## src/rtl/truth_table_reader.sv

```systemverilog
// truth_table_reader: sweeps all 128 minterms of a 7-input function, captures
// its output serially and returns the truth table and on-set count.
// Optional macro SELF_DUAL_CHECK_EN adds the self_dual output.
module truth_table_reader #(
    parameter int FN_LATENCY = 1
) (
    input  logic         clk,
    input  logic         rst,
    input  logic         start,
    output logic         busy,
    output logic [6:0]   x_out,
    input  logic         fn_in,
    output logic [127:0] tt,
    output logic [7:0]   ones_cnt,
    output logic         tt_valid,
`ifdef SELF_DUAL_CHECK_EN
    output logic         self_dual,
`endif
    input  logic         tt_ready
);

    typedef enum logic [1:0] {IDLE, SWEEP, FLUSH, DONE} state_t;

    state_t                      state_q;
    logic                        busy_q;
    logic [6:0]                  x_out_q;
    logic                        xv_q;       // x_out currently carries a swept minterm
    logic [FN_LATENCY-1:0]       vld_pipe_q;
    logic [FN_LATENCY-1:0][6:0]  tag_pipe_q;
    logic [127:0]                tt_q;
    logic [7:0]                  ones_q;
    logic                        tt_valid_q;

    logic       cap;
    logic [6:0] cap_tag;
    logic       cap_last;

    assign cap      = vld_pipe_q[FN_LATENCY-1];
    assign cap_tag  = tag_pipe_q[FN_LATENCY-1];
    assign cap_last = cap && (cap_tag == 7'd127);

`ifdef SELF_DUAL_CHECK_EN
    logic         sd_q;
    logic         sd_d;
    logic [127:0] tt_cap;

    // Self-duality of the table as it will look once the current bit lands
    always_comb begin
        tt_cap = tt_q;
        if (cap) tt_cap[cap_tag] = fn_in;
        sd_d = 1'b1;
        for (int i = 0; i < 64; i++) begin
            if (tt_cap[i] == tt_cap[127-i]) sd_d = 1'b0;
        end
    end

    assign self_dual = sd_q;
`endif

    // Sweep FSM, tag pipe and capture into the truth table
    always_ff @(posedge clk) begin
        if (rst) begin
            state_q    <= IDLE;
            busy_q     <= 1'b0;
            x_out_q    <= '0;
            xv_q       <= 1'b0;
            vld_pipe_q <= '0;
            tag_pipe_q <= '0;
            tt_q       <= '0;
            ones_q     <= '0;
            tt_valid_q <= 1'b0;
`ifdef SELF_DUAL_CHECK_EN
            sd_q       <= 1'b0;
`endif
        end else begin
            // Tags follow x_out so each fn_in sample knows which minterm it is
            vld_pipe_q[0] <= xv_q;
            tag_pipe_q[0] <= x_out_q;
            for (int k = 1; k < FN_LATENCY; k++) begin
                vld_pipe_q[k] <= vld_pipe_q[k-1];
                tag_pipe_q[k] <= tag_pipe_q[k-1];
            end

            if (cap) begin
                tt_q[cap_tag] <= fn_in;
                ones_q        <= ones_q + {7'd0, fn_in};
            end

            case (state_q)
                IDLE: begin
                    if (start) begin
                        state_q    <= SWEEP;
                        busy_q     <= 1'b1;
                        x_out_q    <= '0;
                        xv_q       <= 1'b1;
                        tt_q       <= '0;
                        ones_q     <= '0;
                        tt_valid_q <= 1'b0;
`ifdef SELF_DUAL_CHECK_EN
                        sd_q       <= 1'b0;
`endif
                    end
                end
                SWEEP: begin
                    // x_out parks at 127 once the last minterm is issued
                    if (xv_q) begin
                        if (x_out_q == 7'd127) begin
                            xv_q <= 1'b0;
                            if (FN_LATENCY > 1) state_q <= FLUSH;
                        end else begin
                            x_out_q <= x_out_q + 7'd1;
                        end
                    end
                end
                FLUSH: ;
                DONE: begin
                    if (tt_valid_q && tt_ready) begin
                        tt_valid_q <= 1'b0;
                        state_q    <= IDLE;
                        x_out_q    <= '0;
                    end
                end
                default: state_q <= IDLE;
            endcase

            // Landing the final minterm completes the table
            if (cap_last) begin
                state_q    <= DONE;
                busy_q     <= 1'b0;
                tt_valid_q <= 1'b1;
`ifdef SELF_DUAL_CHECK_EN
                sd_q       <= sd_d;
`endif
            end
        end
    end

    assign busy     = busy_q;
    assign x_out    = x_out_q;
    assign tt       = tt_q;
    assign ones_cnt = ones_q;
    assign tt_valid = tt_valid_q;

endmodule

```

## config.mk

```make
export PLATFORM = sky130hd
export DESIGN_NAME = truth_table_reader
export DESIGN_NICKNAME = d
export VERILOG_FILES = /design/src/rtl/truth_table_reader.sv
export SDC_FILE = /design/constraint.sdc
export NUM_CORES = 1
export LEC_CHECK = 0
export ABC_AREA = 1
export BUFFER_PORTS_ARGS = -buffer_cell sky130_fd_sc_hd__buf_2
export CAP_MARGIN = 0
export CORE_UTILIZATION = 40
export CTS_CLUSTER_SIZE = 10
export DETAILED_ROUTE_END_ITERATION = 10
export HOLD_SLACK_MARGIN = 0.1
export PLACE_DENSITY = 0.74
export SLEW_MARGIN = 30
export SYNTH_ARGS = -nofsm -noshare
export SYNTH_HDL_FRONTEND = slang
export SYNTH_SLANG_ARGS = --single-unit
```

## constraint.sdc

```tcl
create_clock -name clk -period 1.5 [get_ports clk]
set_input_delay 0.45 -clock clk [delete_from_list [all_inputs] [get_ports clk]]
set_output_delay 0.45 -clock clk [all_outputs]
set_load 0.02 [all_outputs]
```

# Word level (Yosys, flattened, before mapping)
# Cells that the tools add are included.
# word_totals
ff_bits,156
in_bits,5
out_inout_bits,145
word_cells,61
# classes
add_sub_neg,2
n_lt_le_gt_ge,2
eq_ne,10
muxes,26
n_reduce_logical,12
# ops
cell,n
128-bit 2-to-1 mux,3
128-bit bitwise mux,1
7-bit 2-to-1 mux,4
8-bit 2-to-1 mux,3
7-bit one-hot mux with 3 select lines,1
"7-bit equality test, second input constant",2
8-bit by 1-bit adder with 8-bit output,1
"7-bit by 8-bit less-than comparator with 1-bit output, second input constant",1
"2-bit inequality test, second input constant",4
"7-bit by 1-bit adder with 7-bit output, second input constant",1
1-bit demux with 7-bit select,1
"7-bit by 1-bit >= comparator with 1-bit output, second input constant",1
1-bit 2-to-1 mux,7
2-bit 2-to-1 mux,3
"3-bit inequality test, second input constant",2
3-bit nonzero test,2
5-bit AND reduction,1
1-bit one-hot mux with 2 select lines,2
2-bit one-hot mux with 2 select lines,1
2-bit AND reduction,2
1-bit logical AND,3
3-bit AND reduction,1
"2-bit by 1-bit equality test with 1-bit output, second input constant",1
"2-bit equality test, second input constant",1
3 further kinds,3

# Longest topological paths before layout
# logic_depth
ltp_word,8
ltp_mapped,10
mapped_depth_nobuf,10

# Worst setup path before layout
# No wires, ideal clock.
# synth_path
kind,flip-flop to flip-flop
startpoint,reg tt_valid (netlist name)
endpoint,reg tt_q[10] (netlist: tt[10])
setup_ps,78
t_arrival_ps,1647
t_required_ps,1422
path_slack_ps,-225
path_stages_with_launch,10
path_buffers,2
synth_period_minus_slack_ps,1725
path_cell_list,dfxtp_1 inv_1 ha_1 nand2_1 inv_1 nor2_2 inv_2 buf_2 buf_2 nor3_1
# synth_rtl
element,line_no,source
"end signal, assigned by index",85,tt_q[cap_tag] <= fn_in;
"end, declared",30,logic [127:0] tt_q;

# Worst setup path after layout
# layout_path
startpoint,reg tt_valid_q (netlist: tt_valid)
endpoint,out tt_valid
# layout_rtl
element,line_no,source
"start, declared",32,logic tt_valid_q;
"start signal, assigned",71,tt_valid_q <= 1'b0;
"start signal, assigned",98,tt_valid_q <= 1'b0;
"start signal, assigned",118,tt_valid_q <= 1'b0;
"end, declared",15,"output logic tt_valid,"
# No word-level cell between the ends.

==> impl_results.md <==
- Crit Path Max Fanout: 4
- Setup WS post-layout: 8.66 ps
- Full die area: between 15000 and 20000 um2
- Primary FF master, synth: dfxtp_1
- Max Slew Vio Count: 0
- Die Y: 128 um
- Post-synthesis xor/xnor area fraction: 0.139%
- Reg2Reg Depth: 9
- Row count: 45
- Largest net degree at the start of global routing: 84
- Register area: 3120 um2
- CP Launch Type: flip-flop
- Vias: 6621
- Hold Crit Class: input port to flip-flop
- Largest family of logic cells by synthesized area: simple AND/OR/NAND/NOR gates
- Clock skew: 8.33 ps
- Static Leak: 3.51 nW
- Core ar.: 15300 um2
- Avg Vias per Cell: 5.45
- WL/cell: approximately 17 um
- Clk sinks: 155
- Pwr/cell area: 1060 nW/um2
- Critical Path Source: tt_valid$_SDFFE_PP0P_
- CTS tree: built
- First-pass GRT wire length: 32.2 mm
- Final-stage net count: 1003
- H-tree depth: 4
- Ys async rst share: 0%
- Final Hold Viols: 0
- RD Place Congestion: 0.882
- Flop2flop setup slack: 30 ps
- Crit path kind: flip-flop to primary output
- Post-layout min period: 1490 ps
- Maxcap violations: 0
- Number of I/O port buffers: 149
- CP endpoint: tt_valid
- Slew Limit Headroom: 69.4%
- Layout cell share with drive strength beyond 1: between 30% and 40%
- Die X: between 100 and 150 um
- Clock root buffer: clkbuf_16
- Maximum VDD drop: 748 uV
- Reg-to-Reg End: ones_cnt[3]$_SDFF_PP0_
- Pre-CTS setup slack: -124 ps
- Post-Syn Instances: 802
- Crit-path slowest cell: dfxtp_4
- Compound-Gate Fraction of Synth Area: 11.8%
- Mux share of post-synthesis cell area: 0%
- Dpl cells: 1177
- Fin cells: 1215
- Hold Buf Count CTS: 0
- Synth top area share: 49.2%
- Worst-skew pair later-pin latency: 430 ps
- Vias in the first global route: 5961
- Crit path cell chain: buf_4, buf_6
- Netlist cell types: 30
- Global route total overflow: 0
- Setup violations, final: 0
- Worst reg2reg startpoint: state_q[0]$_SDFFE_PP0P_
- Status: finished clean
- FMAX: 671 MHz
- Crit path DAT: around 1000 ps
- Routed wire length: 21.1 mm
- Starting Density: between 40 and 50%
- Initial antenna violation count: 0
- CTS buffer count: 17
- Tot GR Track Use: 25.8%
- N_diodes: 0
- First-iteration detailed-routing DRC count: 580
- Syn_nets: 813
- Worst-Margin Slew: 459 ps
- Post-Synth Simple-Gate Area: 30.5%
- Post-route clock period utilization: approximately 99%
- # fillers: 1435
- RSZ-0062 raised after global routing: yes
- Post-synth EDFFs: 0
- Post-synthesis register bit count: 155
- Syn Area/Cell: 7.86 um2
- CP Capture Type: primary output
- CP peak stage delay: around 340 ps
- DRT Pass-1 Iters: 5
- Adder-cell share of the synthesized area: 1.19%
- Drc violations: 0
- Clock transition at path regs: 60 ps
- Multi-input logic area: approximately 3000 um2
- # IOs: 150
- DPL Wire Length: 13.9 mm
- Area grow syn2layout: 35.6%
- Leading area contributor after synthesis: dfxtp_1
- Ys Warns: 0
- Mapped cell area: 6310 um2
- Final Core Density: 55.8%
- Area contributors post-synth: dfxtp_1, nor3_1, a21oi_1, nand2_1, nor2_1
- WP data required: around 1100 ps
- Design Power: 0.00906 W
- CTS max path bufs: 2
- DRT antenna net count: 0
- Sequential fraction of the synthesis area: 49.2%
metal layers:
layer  global-route usage, %  routed length (um)  vias to the layer above
li1                        -                   -                     3162
met1                    33.9                8890                     3082
met2                    40.4                9780                      329
met3                    7.20                1980                       48
met4                    9.31                 483                        0
met5                       0                   0                        -
worst min-delay path by stage:
stage	startpoint	endpoint	slack, ps	cells past startpoint
CTS	fn_in	tt[127]$_SDFF_PP0_	410	4
global placement	xv_q$_SDFFE_PP0P_	cap$_SDFF_PP0_	460	2
floorplan	xv_q$_SDFFE_PP0P_	cap$_SDFF_PP0_	420	2
finish	fn_in	tt[127]$_SDFF_PP0_	420	4
detailed placement	xv_q$_SDFFE_PP0P_	cap$_SDFF_PP0_	460	2
global route	rst	x_out[4]$_SDFFE_PP0P_	430	3
registers in the layout, summed over array words and instances (netlist names):
signal / cells
xv_q: 1
ones_cnt: 8
x_out: 7
tt_valid: 1
cap_tag: 7
cap: 1
tt: 128
state_q: 1
busy: 1
layout by cell type (no fill, tap or decap), drive strengths merged, types with 2 or more instances in the layout:
cell type | Yosys | routed
o21ai | 5 | 5
bufinv | 0 | 3
a21oi | 139 | 139
nand3 | 14 | 14
clkbuf | 21 | 18
clkinvlp | 0 | 2
nand4 | 4 | 4
nand2 | 66 | 66
nor2 | 49 | 49
nor3 | 255 | 255
inv | 53 | 52
buf | 26 | 218
clkinv | 4 | 13
ha | 6 | 6
dfxtp | 155 | 155
layout make-up:
cell class	count	share of cell area, %
flip-flops and latches	155	36.5
multi-input cells	543	34.6
repair buffers	218	16.2
clock buffers	18	5.02
well taps	211	3.09
inverters	57	2.82
clock inverters	13	1.76
stage by stage:
stage	hold slack, ps	area, um2	TNS (ps)
detailed placement	457	7630	-349
floorplan	419	6340	0
global route	432	8550	-215
global placement	458	7630	-106
CTS	409	8270	-0.765
finish	416	8550	0
cell families (layout without fill, tap and decap cells):
logic type	after synthesis	after routing
AOI/OAI and AO/OA	147	147
xor gates and xnor gates	1	1
adders and majority gates	6	6
buffers and inverters	104	306
DFF	155	155
and+or+nand+nor	389	389
critical path: cells and delay by family (launching register included):
| kind | cells | cell delay [ps] |
|---|---|---|
| flops | 1 | 340 |
| buf+inv | 2 | 280 |
Yosys cell counts (2+ instances only):
cell / count
nor2_2: 3
inv_1: 33
dfxtp_1: 155
nor2_1: 40
buf_2: 18
nand3_2: 2
nand2_2: 13
a21oi_1: 138
ha_1: 6
nor2_4: 6
nand4_1: 3
inv_2: 20
clkinv_2: 3
buf_6: 2
o21ai_0: 5
buf_4: 5
clkbuf_1: 21
nor3_1: 254
nand2_1: 53
nand3_1: 12
power breakdown:
part	leakage [nW]	internal [W]	total, W	switching (W)
clock	0.289	0.00259	0.00431	0.00172
combinational	1.97	0.000187	0.000574	0.000387
sequential	1.26	0.00415	0.00417	0.0000255
total	3.51	0.00692	0.00906	0.00214
repair_timing:
| item | in CTS | in global routing |
|---|---|---|
| hold endpoints to repair | 0 | 0 |
| setup endpoints to repair | 47 | 139 |
| pin swaps | 1 | 5 |
| cloned | 0 | 1 |
| resized for setup | 15 | 72 |
| setup buffers | 2 | 4 |
(Power assumes the default switching activity.)
